<file path="src/rtl/led_ctrl_pkg.sv">
// led_ctrl_pkg
//   Shared constants for the status-LED arbiter: display mode codes, FSM state
//   encoding, default prescaler tap positions and the round-robin index helper.
package led_ctrl_pkg;

    localparam logic [1:0] MODE_DARK   = 2'd0;
    localparam logic [1:0] MODE_STEADY = 2'd1;
    localparam logic [1:0] MODE_FAST   = 2'd2;
    localparam logic [1:0] MODE_SLOW   = 2'd3;

    localparam logic [1:0] ST_IDLE     = 2'd0;
    localparam logic [1:0] ST_ACTIVE   = 2'd1;
    localparam logic [1:0] ST_COOLDOWN = 2'd2;

    localparam int DEF_SLOW_BIT = 23;
    localparam int DEF_FAST_BIT = 21;

    // Circular index: (base + offset) mod n, valid for base, offset < n.
    function automatic int rr_index(input int base, input int offset, input int n);
        int s;
        s = base + offset;
        return (s >= n) ? (s - n) : s;
    endfunction

endpackage

</file>
<file path="src/rtl/led_prescaler.sv">
// led_prescaler
//   Free-running PRESCALE_W-bit counter with synchronous clear. Produces the
//   raw count (used for blink taps) and period_tick, high in the last cycle of
//   every 2^(SLOW_BIT+1)-cycle period.
//   clk          in   system clock
//   clr          in   synchronous clear (reset or command accept)
//   cnt          out  current count
//   period_tick  out  cnt[SLOW_BIT:0] all ones
module led_prescaler
    import led_ctrl_pkg::*;
#(
    parameter int PRESCALE_W = 24,
    parameter int SLOW_BIT   = DEF_SLOW_BIT
) (
    input  logic                  clk,
    input  logic                  clr,
    output logic [PRESCALE_W-1:0] cnt,
    output logic                  period_tick
);

    logic [PRESCALE_W-1:0] cnt_q;
    logic [PRESCALE_W-1:0] cnt_d;

    always_comb begin
        cnt_d = clr ? '0 : cnt_q + 1'b1;
    end

    always_ff @(posedge clk) begin
        cnt_q <= cnt_d;
    end

    assign cnt         = cnt_q;
    assign period_tick = &cnt_q[SLOW_BIT:0];

endmodule

</file>
<file path="src/rtl/led_status_arbiter.sv">
// led_status_arbiter
//   Shares the 4 board status LEDs between NUM_REQ requesters. Commands
//   (mode, mask, duration in periods) are accepted round-robin over a
//   valid/ready handshake, displayed for their duration, then followed by one
//   dark cooldown period. With no command active, led[0] shows a heartbeat.
//   clk        in   system clock
//   rst        in   synchronous active-high reset
//   req_valid  in   per-requester command valid
//   req_mode   in   per-requester mode, slice i = [2i+1:2i]
//   req_mask   in   per-requester LED mask, slice i = [4i+3:4i]
//   req_count  in   per-requester duration in periods (0 treated as 1)
//   req_ready  out  one-hot acceptance pulse
//   grant_id   out  index of the active / last granted requester
//   busy       out  high in ACTIVE or COOLDOWN
//   led        out  registered LED drive
//
//   state    | meaning
//   IDLE     | heartbeat on led[0], arbitrating requests
//   ACTIVE   | showing latched command, counting down periods
//   COOLDOWN | LEDs dark for one full period before re-arbitration
module led_status_arbiter
    import led_ctrl_pkg::*;
#(
    parameter int NUM_REQ    = 4,
    parameter int PRESCALE_W = 24,
    parameter int SLOW_BIT   = DEF_SLOW_BIT,
    parameter int FAST_BIT   = DEF_FAST_BIT,
    parameter int CNT_W      = 4
) (
    input  logic                       clk,
    input  logic                       rst,
    input  logic [NUM_REQ-1:0]         req_valid,
    input  logic [2*NUM_REQ-1:0]       req_mode,
    input  logic [4*NUM_REQ-1:0]       req_mask,
    input  logic [CNT_W*NUM_REQ-1:0]   req_count,
    output logic [NUM_REQ-1:0]         req_ready,
    output logic [$clog2(NUM_REQ)-1:0] grant_id,
    output logic                       busy,
    output logic [3:0]                 led
);

    localparam int ID_W = $clog2(NUM_REQ);

    logic [1:0]       mode_arr [NUM_REQ];
    logic [3:0]       mask_arr [NUM_REQ];
    logic [CNT_W-1:0] cnt_arr  [NUM_REQ];

    for (genvar g = 0; g < NUM_REQ; g++) begin : g_unpack
        assign mode_arr[g] = req_mode[2*g +: 2];
        assign mask_arr[g] = req_mask[4*g +: 4];
        assign cnt_arr[g]  = req_count[CNT_W*g +: CNT_W];
    end

    logic [1:0]       state_q, state_d;
    logic [ID_W-1:0]  rr_ptr_q, rr_ptr_d;
    logic [ID_W-1:0]  grant_q, grant_d;
    logic [1:0]       mode_q, mode_d;
    logic [3:0]       mask_q, mask_d;
    logic [CNT_W-1:0] rem_q, rem_d;
    logic [3:0]       led_q, led_d;

    logic [PRESCALE_W-1:0] presc;
    logic                  period_tick;
    logic                  presc_unused;
    logic                  win_found;
    logic [ID_W-1:0]       win_idx;
    logic [ID_W-1:0]       cand;
    logic                  accept;

    // Accept also clears the prescaler so every command starts on a period boundary.
    led_prescaler #(
        .PRESCALE_W (PRESCALE_W),
        .SLOW_BIT   (SLOW_BIT)
    ) u_presc (
        .clk         (clk),
        .clr         (rst | accept),
        .cnt         (presc),
        .period_tick (period_tick)
    );

    assign presc_unused = ^presc;

    // First valid requester at or after rr_ptr, searching circularly.
    always_comb begin
        win_found = 1'b0;
        win_idx   = '0;
        cand      = '0;
        for (int i = 0; i < NUM_REQ; i++) begin
            cand = ID_W'(rr_index(int'(rr_ptr_q), i, NUM_REQ));
            if (!win_found && req_valid[cand]) begin
                win_found = 1'b1;
                win_idx   = cand;
            end
        end
    end

    assign accept    = (state_q == ST_IDLE) && win_found && !rst;
    assign req_ready = accept ? ({{(NUM_REQ-1){1'b0}}, 1'b1} << win_idx) : '0;

    always_comb begin
        state_d  = state_q;
        rr_ptr_d = rr_ptr_q;
        grant_d  = grant_q;
        mode_d   = mode_q;
        mask_d   = mask_q;
        rem_d    = rem_q;
        case (state_q)
            ST_IDLE: begin
                if (accept) begin
                    state_d  = ST_ACTIVE;
                    grant_d  = win_idx;
                    rr_ptr_d = (win_idx == ID_W'(NUM_REQ-1)) ? '0 : win_idx + 1'b1;
                    mode_d   = mode_arr[win_idx];
                    mask_d   = mask_arr[win_idx];
                    rem_d    = (cnt_arr[win_idx] == '0) ? CNT_W'(1) : cnt_arr[win_idx];
                end
            end
            ST_ACTIVE: begin
                if (period_tick) begin
                    if (rem_q == CNT_W'(1)) begin
                        state_d = ST_COOLDOWN;
                    end else begin
                        rem_d = rem_q - 1'b1;
                    end
                end
            end
            ST_COOLDOWN: begin
                if (period_tick) begin
                    state_d = ST_IDLE;
                end
            end
            default: state_d = ST_IDLE;
        endcase
    end

    always_comb begin
        led_d = 4'b0000;
        case (state_q)
            ST_IDLE: led_d = {3'b000, presc[SLOW_BIT]};
            ST_ACTIVE: begin
                case (mode_q)
                    MODE_DARK:   led_d = 4'b0000;
                    MODE_STEADY: led_d = mask_q;
                    MODE_FAST:   led_d = mask_q & {4{presc[FAST_BIT]}};
                    default:     led_d = mask_q & {4{presc[SLOW_BIT]}};
                endcase
            end
            default: led_d = 4'b0000;
        endcase
    end

    always_ff @(posedge clk) begin
        if (rst) begin
            state_q  <= ST_IDLE;
            rr_ptr_q <= '0;
            grant_q  <= '0;
            mode_q   <= MODE_DARK;
            mask_q   <= '0;
            rem_q    <= '0;
            led_q    <= '0;
        end else begin
            state_q  <= state_d;
            rr_ptr_q <= rr_ptr_d;
            grant_q  <= grant_d;
            mode_q   <= mode_d;
            mask_q   <= mask_d;
            rem_q    <= rem_d;
            led_q    <= led_d;
        end
    end

    assign grant_id = grant_q;
    assign busy     = (state_q != ST_IDLE);
    assign led      = led_q;

endmodule

</file>
<file path="config.mk">
export PLATFORM = sky130hd
export DESIGN_NAME = led_status_arbiter
export DESIGN_NICKNAME = d
export VERILOG_FILES = /design/src/rtl/led_ctrl_pkg.sv /design/src/rtl/led_prescaler.sv /design/src/rtl/led_status_arbiter.sv
export SDC_FILE = /design/constraint.sdc
export NUM_CORES = 1
export LEC_CHECK = 0
export CORE_MARGIN = 2
export CORE_UTILIZATION = 50
export CTS_CLUSTER_DIAMETER = 40
export CTS_CLUSTER_SIZE = 12
export DETAILED_ROUTE_END_ITERATION = 8
export GPL_TIMING_DRIVEN = 0
export PLACE_DENSITY = 0.89
export SYNTH_ARGS = -nofsm -noshare
export SYNTH_HDL_FRONTEND = slang
export SYNTH_SLANG_ARGS = --single-unit
</file>
<file path="constraint.sdc">
create_clock -name clk -period 3.4 [get_ports clk]
set_clock_uncertainty 0.05 [all_clocks]
set_input_delay 1.02 -clock clk [delete_from_list [all_inputs] [get_ports clk]]
set_output_delay 1.02 -clock clk [all_outputs]
set_load 0.05 [all_outputs]
</file>
==> results.tsv, run 1 <==
stage	metric	value	unit
synthesis	syn-num-nets	343	
finish	area_growth	35.1	%
setup_path	critPathTopFamily	simple AND/OR/NAND/NOR gates	
clock_tree	cts_hold_buf	0	
grt	grt_pass1_wl	9920	um
synthesis	synth_top_area_cell	dfxtp_1	
clock_tree	clk_path_buf_depth	2	
synthesis	synth_fa_ha_area_share	3.48	%
synthesis	ys.flop_type	dfxtp_1	
floorplan	die_w	74.9	um
synthesis	yosysTopAreaCellShare	35.0	%
setup_path	startpoint_type	primary input	
drt	drc	0	
synthesis	synth_most_common_cell	dfxtp_1	
power_and_ir_drop	p_switching	397	uW
setup_path	slowest_stage	a221o_1	
drt	wl_per_cell	14.3	um
floorplan	die-area	5610	sq um
synthesis	synth_area_per_cell	8.67	sq um
clock_tree	clock_latency	310	ps
synthesis	synthMuxAreaShare	3.98	%
synthesis	synth_xor_area_share	7.31	%
finish	drive_above_1_share	15.8	%
sta	finalHoldViolations	0	
grt	antenna_found_initial	0	
power_and_ir_drop	p_clk_share	31.6	%
synthesis	synth-simple-area-share	24.5	%
synthesis	ys_warn_count	0	
setup_path	crit_type	primary input to output port	
sta	worst_pin_slew	528	ps
drt	vias	2352	
power_and_ir_drop	p_per_area	392	nW/um^2
synthesis	post_synth_num_cell_types	56	
placed_design	gp_congestion	0.856	
clock_tree	tritoncts	yes	
floorplan	core	4790	sq um
synthesis	synthTopCellsByCount	dfxtp_1, nor2_1, nand2_1, xor2_1, a21oi_1	
power_and_ir_drop	p_total	1.33	mW
setup_path	critPathRequiredTime	2330	ps
run_status	status	finished clean	
setup_path	cp.arrival	2310	ps
sta	post-route-period-util	99.5	%
sta	slew-limit-headroom	64.8	%
finish	finish.instance_area	3400	sq um
sta	setup_violations	0	
drt	viasPerCell	5.51	
floorplan	initial_core_util	52.5	%
finish	antenna_cells	0	
grt	grt_usage	23.0	%
clock_tree	h-tree-depth	2	
finish	fin_util	71.0	%
synthesis	ys_ff_latch	44	
setup_path	critPathBufInv	3	
setup_path	crit_chain	buf_4 -> nor2b_1 -> a221o_1 -> and2_4 -> inv_1 -> ha_1 -> and2_4 -> buf_8	
power_and_ir_drop	switching_share	29.8	%
drt	antenna_left	0	
floorplan	io_pins	57	
synthesis	async_reset_ff_share	0	%
clock_tree	ctsRootBufferMaster	clkbuf_8	
sta	clock.fmax	296	MHz
drt	drt_iter0_markers	151	
drt	drt-total-wl	6110	um
grt	overflow	0	
power_and_ir_drop	p_leak	1.30	nW
power_and_ir_drop	power_frac_comb	27.0	%
finish	nets	412	
floorplan	fp-row-count	25	
clock_tree	clk_pin_slew	90	ps
synthesis	seq_area_frac_synth	35.0	%
setup_path	slowest_delay	330	ps
synthesis	syn_inst	290	
setup_path	crit_top_cell	and2_4	
setup_path	critPathMaxFanout	6	
synthesis	synth_enable_flop_cells	0	
sta	slew_viol_final	0	
clock_tree	numCtsBuffers	5	
floorplan	die_h	74.9	um
placed_design	place_hpwl	4400	um
placed_design	place_area	3170	sq um
drt	first_pass_iters	4	
grt	grt_max_degree	16	
synthesis	synth_top_family_by_area	simple AND/OR/NAND/NOR gates	
grt	grt_pass1_vias	2252	
hold_path	hp-class	register to register	
power_and_ir_drop	ir_drop	0.267	mV
job	cap_violations	0	
setup_path	cp-end-kind	output port	
sta	timing.hold.ws	411	ps
power_and_ir_drop	sequentialPowerShare	41.5	%
clock_tree	cts_num_sinks	44	
placed_design	port_buffers	56	
synthesis	syn_area	2510	sq um
power_and_ir_drop	p_int	936	uW
sta	fin_crit	3380	ps
sta	rsz0062_at_grt	yes	
synthesis	synth_compound_gate_area_share	20.8	%
synthesis	synth.area.top_cells	dfxtp_1, nor2_1, xor2_1, mux2i_1, ha_1	
[sequential cells by signal, summed over array words and instances, names as in the netlist]
register and flops:
mask_q 4, u_presc.cnt 24, grant_id 2, rr_ptr_q 2
state_q 2, led 4, mode_q 2, rem_q 4
[power groups by stage]
| stage | sequential, mW | combinational, mW | clock, mW |
|---|---|---|---|
| final | 0.553 | 0.359 | 0.421 |
| after global routing | 0.557 | 0.389 | 0.445 |
| after CTS | 0.553 | 0.342 | 0.419 |
| after detailed placement | 0.565 | 0.323 | 0 |
| after global placement | 0.564 | 0.316 | 0 |
| after floorplan | 0.569 | 0.205 | 0 |
[path summary, 6_finish.rpt]
path | startpoint | to | slack (ps) | cells after the start
setup / recovery | req_valid[2] | req_ready[1] | 20 | 8
hold reg to reg | mask_q[1] | mask_q[1] | 410 | 2
hold / removal | mask_q[1] | mask_q[1] | 410 | 2
setup reg to reg | u_presc.cnt[0] | rem_q[2] | 1240 | 6
[cell type report]
type / count / area, sq um
multi-input combinational: 222 / 1550
fill: 345 / 1390
sequential: 44 / 881
timing repair buffer: 66 / 647
tap: 67 / 83.8
buffer: 9 / 70.1
clock buffer: 5 / 68.8
inverter: 11 / 48.8
clock inverter: 3 / 46.3
[timing repair]
item                       in CTS  in global routing
gates cloned                    0                  0
buffers inserted                7                  3
setup endpoints to repair       4                  4
resized for setup              55                  9
pin swaps                       2                  3
[routing by layer]
metal	up-vias	part of all wire, %	track usage (%)
li1	1166	-	-
met1	1096	44	28.9
met2	75	49	37.8
met3	15	5.2	5.35
met4	0	2.2	9.92
met5	-	0	0
[worst reg2reg max path, delay by kind of cell (launching register included)]
| family | cells | cell delay [ps] |
|---|---|---|
| and+or+nand+nor | 3 | 900 |
| DFF | 1 | 390 |
| AOI/OAI and AO/OA | 2 | 480 |
| adders and majority gates | 1 | 240 |
[logic make-up (layout without fill, tap and decap cells)]
family,after synthesis,count (layout)
buf+inv,24,94
simple gates,115,115
mux,10,10
compound gates,69,69
fa+ha+maj,7,7
flops,44,44
xor+xnor,21,21
[layout by cell type (no fill, tap or decap), drive strengths merged, types with 2 or more instances in the layout]
master          n
a211o           6
nand2          20
ha              7
nand3          11
and4            2
clkbuf         10
a211oi         15
nor4            4
buf            21
or2             3
nor3            8
xor2           14
nand4           5
o21ai           5
and2           10
xnor2           7
a21boi         13
a21o            4
o22ai           2
mux2i          10
dfxtp          44
clkdlybuf4s50  48
a21oi          14
nor2           35
or3             5
inv            12
and3            5
nand2b          4
[stage by stage]
| step | std cells | worst slack (ps) | TNS (ps) |
|---|---|---|---|
| after CTS | 424 | 5.81 | 0 |
| after detailed placement | 413 | -1430 | -5580 |
| after global placement | 413 | -1410 | -5540 |
| after global routing | 427 | -41.3 | -78.8 |
| after floorplan | 290 | 11.9 | 0 |
| final | 427 | 18.1 | 0 |
Power figures use the tool's default switching activity.
==> inputs of run 2 (changes only) <==
--- a/config.mk
+++ b/config.mk
@@ -14,4 +14,5 @@
 export PLACE_DENSITY = 0.89
 export SYNTH_ARGS = -nofsm -noshare
 export SYNTH_HDL_FRONTEND = slang
+export SYNTH_HIERARCHICAL = 1
 export SYNTH_SLANG_ARGS = --single-unit
==> run 2 against run 1 <==
Critical path depth unchanged. Sequential power increased by 5.1%. Largest cell class unchanged. Synthesized cell count shrank 3.4%. Global-route usage increased by 2.5 points. Final cell count shrank 4.2%. Flip-flop and latch count unchanged. Sequential share of layout area up 0.12 points.
==> results.tsv, run 2 <==
stage	metric	value	unit	change
run_status	status	finished clean		
synthesis	seq_area_frac_synth	36.5	%	+1.5 points
synthesis	syn_inst	280		-3.4%
synthesis	ys_warn_count	6		+6
clock_tree	cts_num_sinks	44		unchanged
finish	antenna_cells	0		unchanged
drt	dr_wl_met2	3600	um	+20%
power_and_ir_drop	power_frac_comb	35.4	%	+8.4 points
setup_path	r2r_start	u_presc/cnt[0]		
finish	layout.cells.most_common_list	clkdlybuf4s50_1, dfxtp_1, nand2_1		
synthesis	synth_top_area_cell	dfxtp_1		
sta	timing.hold.ws	420	ps	+9.46 ps
synthesis	syn-num-nets	333		-2.9%
finish	finish.instance_area	3380	sq um	-0.48%
drt	vias	2419		+2.8%
floorplan	die_w	73.4	um	-2.0%
grt	grt_usage	25.5	%	+2.5 points
clock_tree	h-tree-depth	2		unchanged
sta	setup_violations	0		unchanged
drt	first_pass_iters	5		+1
power_and_ir_drop	ir_drop	0.233	mV	-13%
placed_design	port_buffers	56		unchanged
synthesis	synth_most_common_cell	dfxtp_1		
setup_path	r2r_end	rem_q[0]		
setup_path	cp-end-kind	output port		
hold_path	hp-start	mask_q[2]		
floorplan	core	4690	sq um	-2.0%
sta	tns	0	ps	unchanged
sta	clock.fmax	295	MHz	-0.36%
floorplan	initial_core_util	51.4	%	-1.2 points
finish	largest_reg_flops	24		unchanged
drt	drc	0		unchanged
drt	antenna_left	0		unchanged
sta	setup_ws	5.92	ps	-12.2 ps
finish	fill_cells	336		-2.6%
synthesis	async_reset_ff_share	0	%	unchanged
sta	fin_crit	3390	ps	+12.2 ps
power_and_ir_drop	p_total	1.45	mW	+8.6%
synthesis	synth_area_per_cell	8.61	sq um	-0.71%
finish	final_common_cell	clkdlybuf4s50_1		
floorplan	die-area	5390	sq um	-3.9%
floorplan	fp-row-count	25		unchanged
synthesis	synthTopCellsByCount	dfxtp_1, nand2_1, nor2_1, a21oi_1, mux2i_1		
power_and_ir_drop	p_leak	1.20	nW	-7.5%
synthesis	synth_enable_flop_cells	0		unchanged
synthesis	ys.flop_type	dfxtp_1		
clock_tree	ctsRootBufferMaster	clkbuf_8		
placed_design	place_ws	-1430	ps	+1.88 ps
placed_design	place_area	3050	sq um	-3.6%
clock_tree	tritoncts	yes		
grt	antenna_found_initial	0		unchanged
setup_path	cp.arrival	2320	ps	about the same
drt	route.met3.wl	387	um	+22%
setup_path	crit_type	primary input to output port		
sta	worst_pin_slew	793	ps	+265 ps
setup_path	critPathMaxFanout	4		-2
power_and_ir_drop	switching_share	33.6	%	+3.8 points
finish	instances_no_fill	409		-4.2%
drt	drt_iter0_markers	168		+11%
clock_tree	clock_latency	310	ps	about the same
finish	fin_util	72.1	%	+1.1 points
sta	slew-limit-headroom	47.0	%	-18 points
drt	routed.top_layer	met4		
sta	slew_viol_final	0		unchanged
sta	post-route-period-util	99.8	%	+0.36 points
power_and_ir_drop	sequentialPowerShare	40.1	%	-1.4 points
job	cap_violations	0		unchanged
finish	area_growth	40.3	%	
drt	m1WireLength	2640	um	-1.1%
setup_path	critPathRequiredTime	2330	ps	about the same
sta	rsz0062_at_grt	yes		
floorplan	die_h	73.4	um	-2.0%
grt	grt_pass1_wl	10700	um	+7.7%
setup_path	ff2ff_path_depth	10		+4
drt	viasPerCell	5.91		+7.4%
clock_tree	clk_pin_slew	80	ps	about the same
placed_design	gp_congestion	0.820		-4.2%
drt	wl_per_cell	16.8	um	+17%
grt	overflow	0		unchanged
hold_path	hp-class	register to register		
power_and_ir_drop	p_per_area	428	nW/um^2	+9.2%
grt	grt_pass1_vias	2349		+4.3%
finish	drive_above_1_share	16.1	%	+0.22 points
power_and_ir_drop	p_int	962	uW	+2.7%
synthesis	post_synth_num_cell_types	48		-14%
sta	finalHoldViolations	0		unchanged
hold_path	hold_path_end	mask_q[2]		
clock_tree	clk_path_buf_depth	2		unchanged
setup_path	regToRegSetupSlack	850	ps	-390 ps
placed_design	place_hpwl	4320	um	-2.0%
synthesis	ys_ff_latch	44		unchanged
power_and_ir_drop	p_switching	487	uW	+23%
finish	nets	407		-1.2%
setup_path	startpoint_type	primary input		
placed_design	placed_cells	390		-5.6%
synthesis	yosysTopAreaCellShare	36.5	%	+1.5 points
grt	grt_max_degree	15		-1
synthesis	syn_area	2410	sq um	-4.1%
clock_tree	cts_hold_buf	0		unchanged
drt	drt-total-wl	6870	um	+12%
synthesis	synth.area.top_cells	dfxtp_1, mux2i_1, nand2_1, ha_1, nor2_1		
power_and_ir_drop	p_clk_share	24.5	%	-7.1 points
clock_tree	numCtsBuffers	5		unchanged
floorplan	io_pins	57		unchanged
hold_path	hold-path-cell-count	1		-1
## run 2: metal layers
metal / vias up / GRT usage (%)
met5: - / 0
met1: 1134 / 28.9
met4: 0 / 12.1
li1: 1175 / -
met3: 22 / 6.72
met2: 88 / 44.0
## run 2: critical path, cell delays in order
cell	delay, ps
buf_8	100
mux2i_1	120
nor2_1	60
or3_4	440
buf_8	160
ha_4	140
and2_4	130
buf_8	140
## run 2: kinds of logic (layout without fill, tap and decap cells)
group / Yosys count / in the layout / synth area share, %
flip-flops: 44 / 44 / 36.5
adder cells (fa/ha/maj): 7 / 7 / 3.63
AND/OR/NAND/NOR: 114 / 114 / 25.4
XOR/XNOR: 12 / 12 / 4.36
buffers and inverters: 23 / 98 / 4.46
AO/OA/AOI/OAI: 66 / 66 / 19.8
multiplexers: 14 / 14 / 5.81
## run 2: worst max-delay path by stage
| stage | startpoint | endpoint | slack (ps) |
|---|---|---|---|
| floorplan | req_valid[2] | req_ready[0] | 20 |
| global placement | req_valid[0] | req_ready[3] | -1330 |
| detailed placement | req_valid[0] | req_ready[3] | -1430 |
| CTS | req_valid[2] | req_ready[3] | -7 |
| global route | req_valid[2] | req_ready[2] | -40 |
| finish | req_valid[2] | req_ready[2] | 6 |
## run 2: power groups by stage
stage          clock (mW)  sequential, mW  combinational (mW)
2_1_floorplan           0           0.597               0.267
4_1_cts             0.355           0.578               0.489
3_3_place_gp            0           0.587               0.400
6_report            0.354           0.581               0.513
5_1_grt             0.380           0.585               0.549
3_5_place_dp            0           0.590               0.413
## run 2: area by class of cell
cell class | count | area, sq um | area share (%)
clock buffer | 6 | 82.6 | 2.44
tap | 54 | 67.6 | 2.00
timing repair buffer | 70 | 688 | 20.3
inverter | 9 | 41.3 | 1.22
sequential | 44 | 881 | 26.0
clock inverter | 2 | 15.0 | 0.444
multi-input combinational | 213 | 1530 | 45.1
buffer | 11 | 81.3 | 2.40
## run 2: what timing repair did
item | CTS | global route
resized for setup | 79 | 8
setup endpoints to repair | 5 | 4
pin swaps | 6 | 3
buffers inserted | 13 | 1
==> inputs of run 3 (changes only) <==
--- a/config.mk
+++ b/config.mk
@@ -7,9 +7,10 @@
 export LEC_CHECK = 0
 export CORE_MARGIN = 2
 export CORE_UTILIZATION = 50
-export CTS_CLUSTER_DIAMETER = 40
+export CTS_CLUSTER_DIAMETER = 60
 export CTS_CLUSTER_SIZE = 12
 export DETAILED_ROUTE_END_ITERATION = 8
+export GPL_ROUTABILITY_DRIVEN = 0
 export GPL_TIMING_DRIVEN = 0
 export PLACE_DENSITY = 0.89
 export SYNTH_ARGS = -nofsm -noshare
==> results of run 3 <==
Final layout, timing and power as in run 2 (identical DEF).
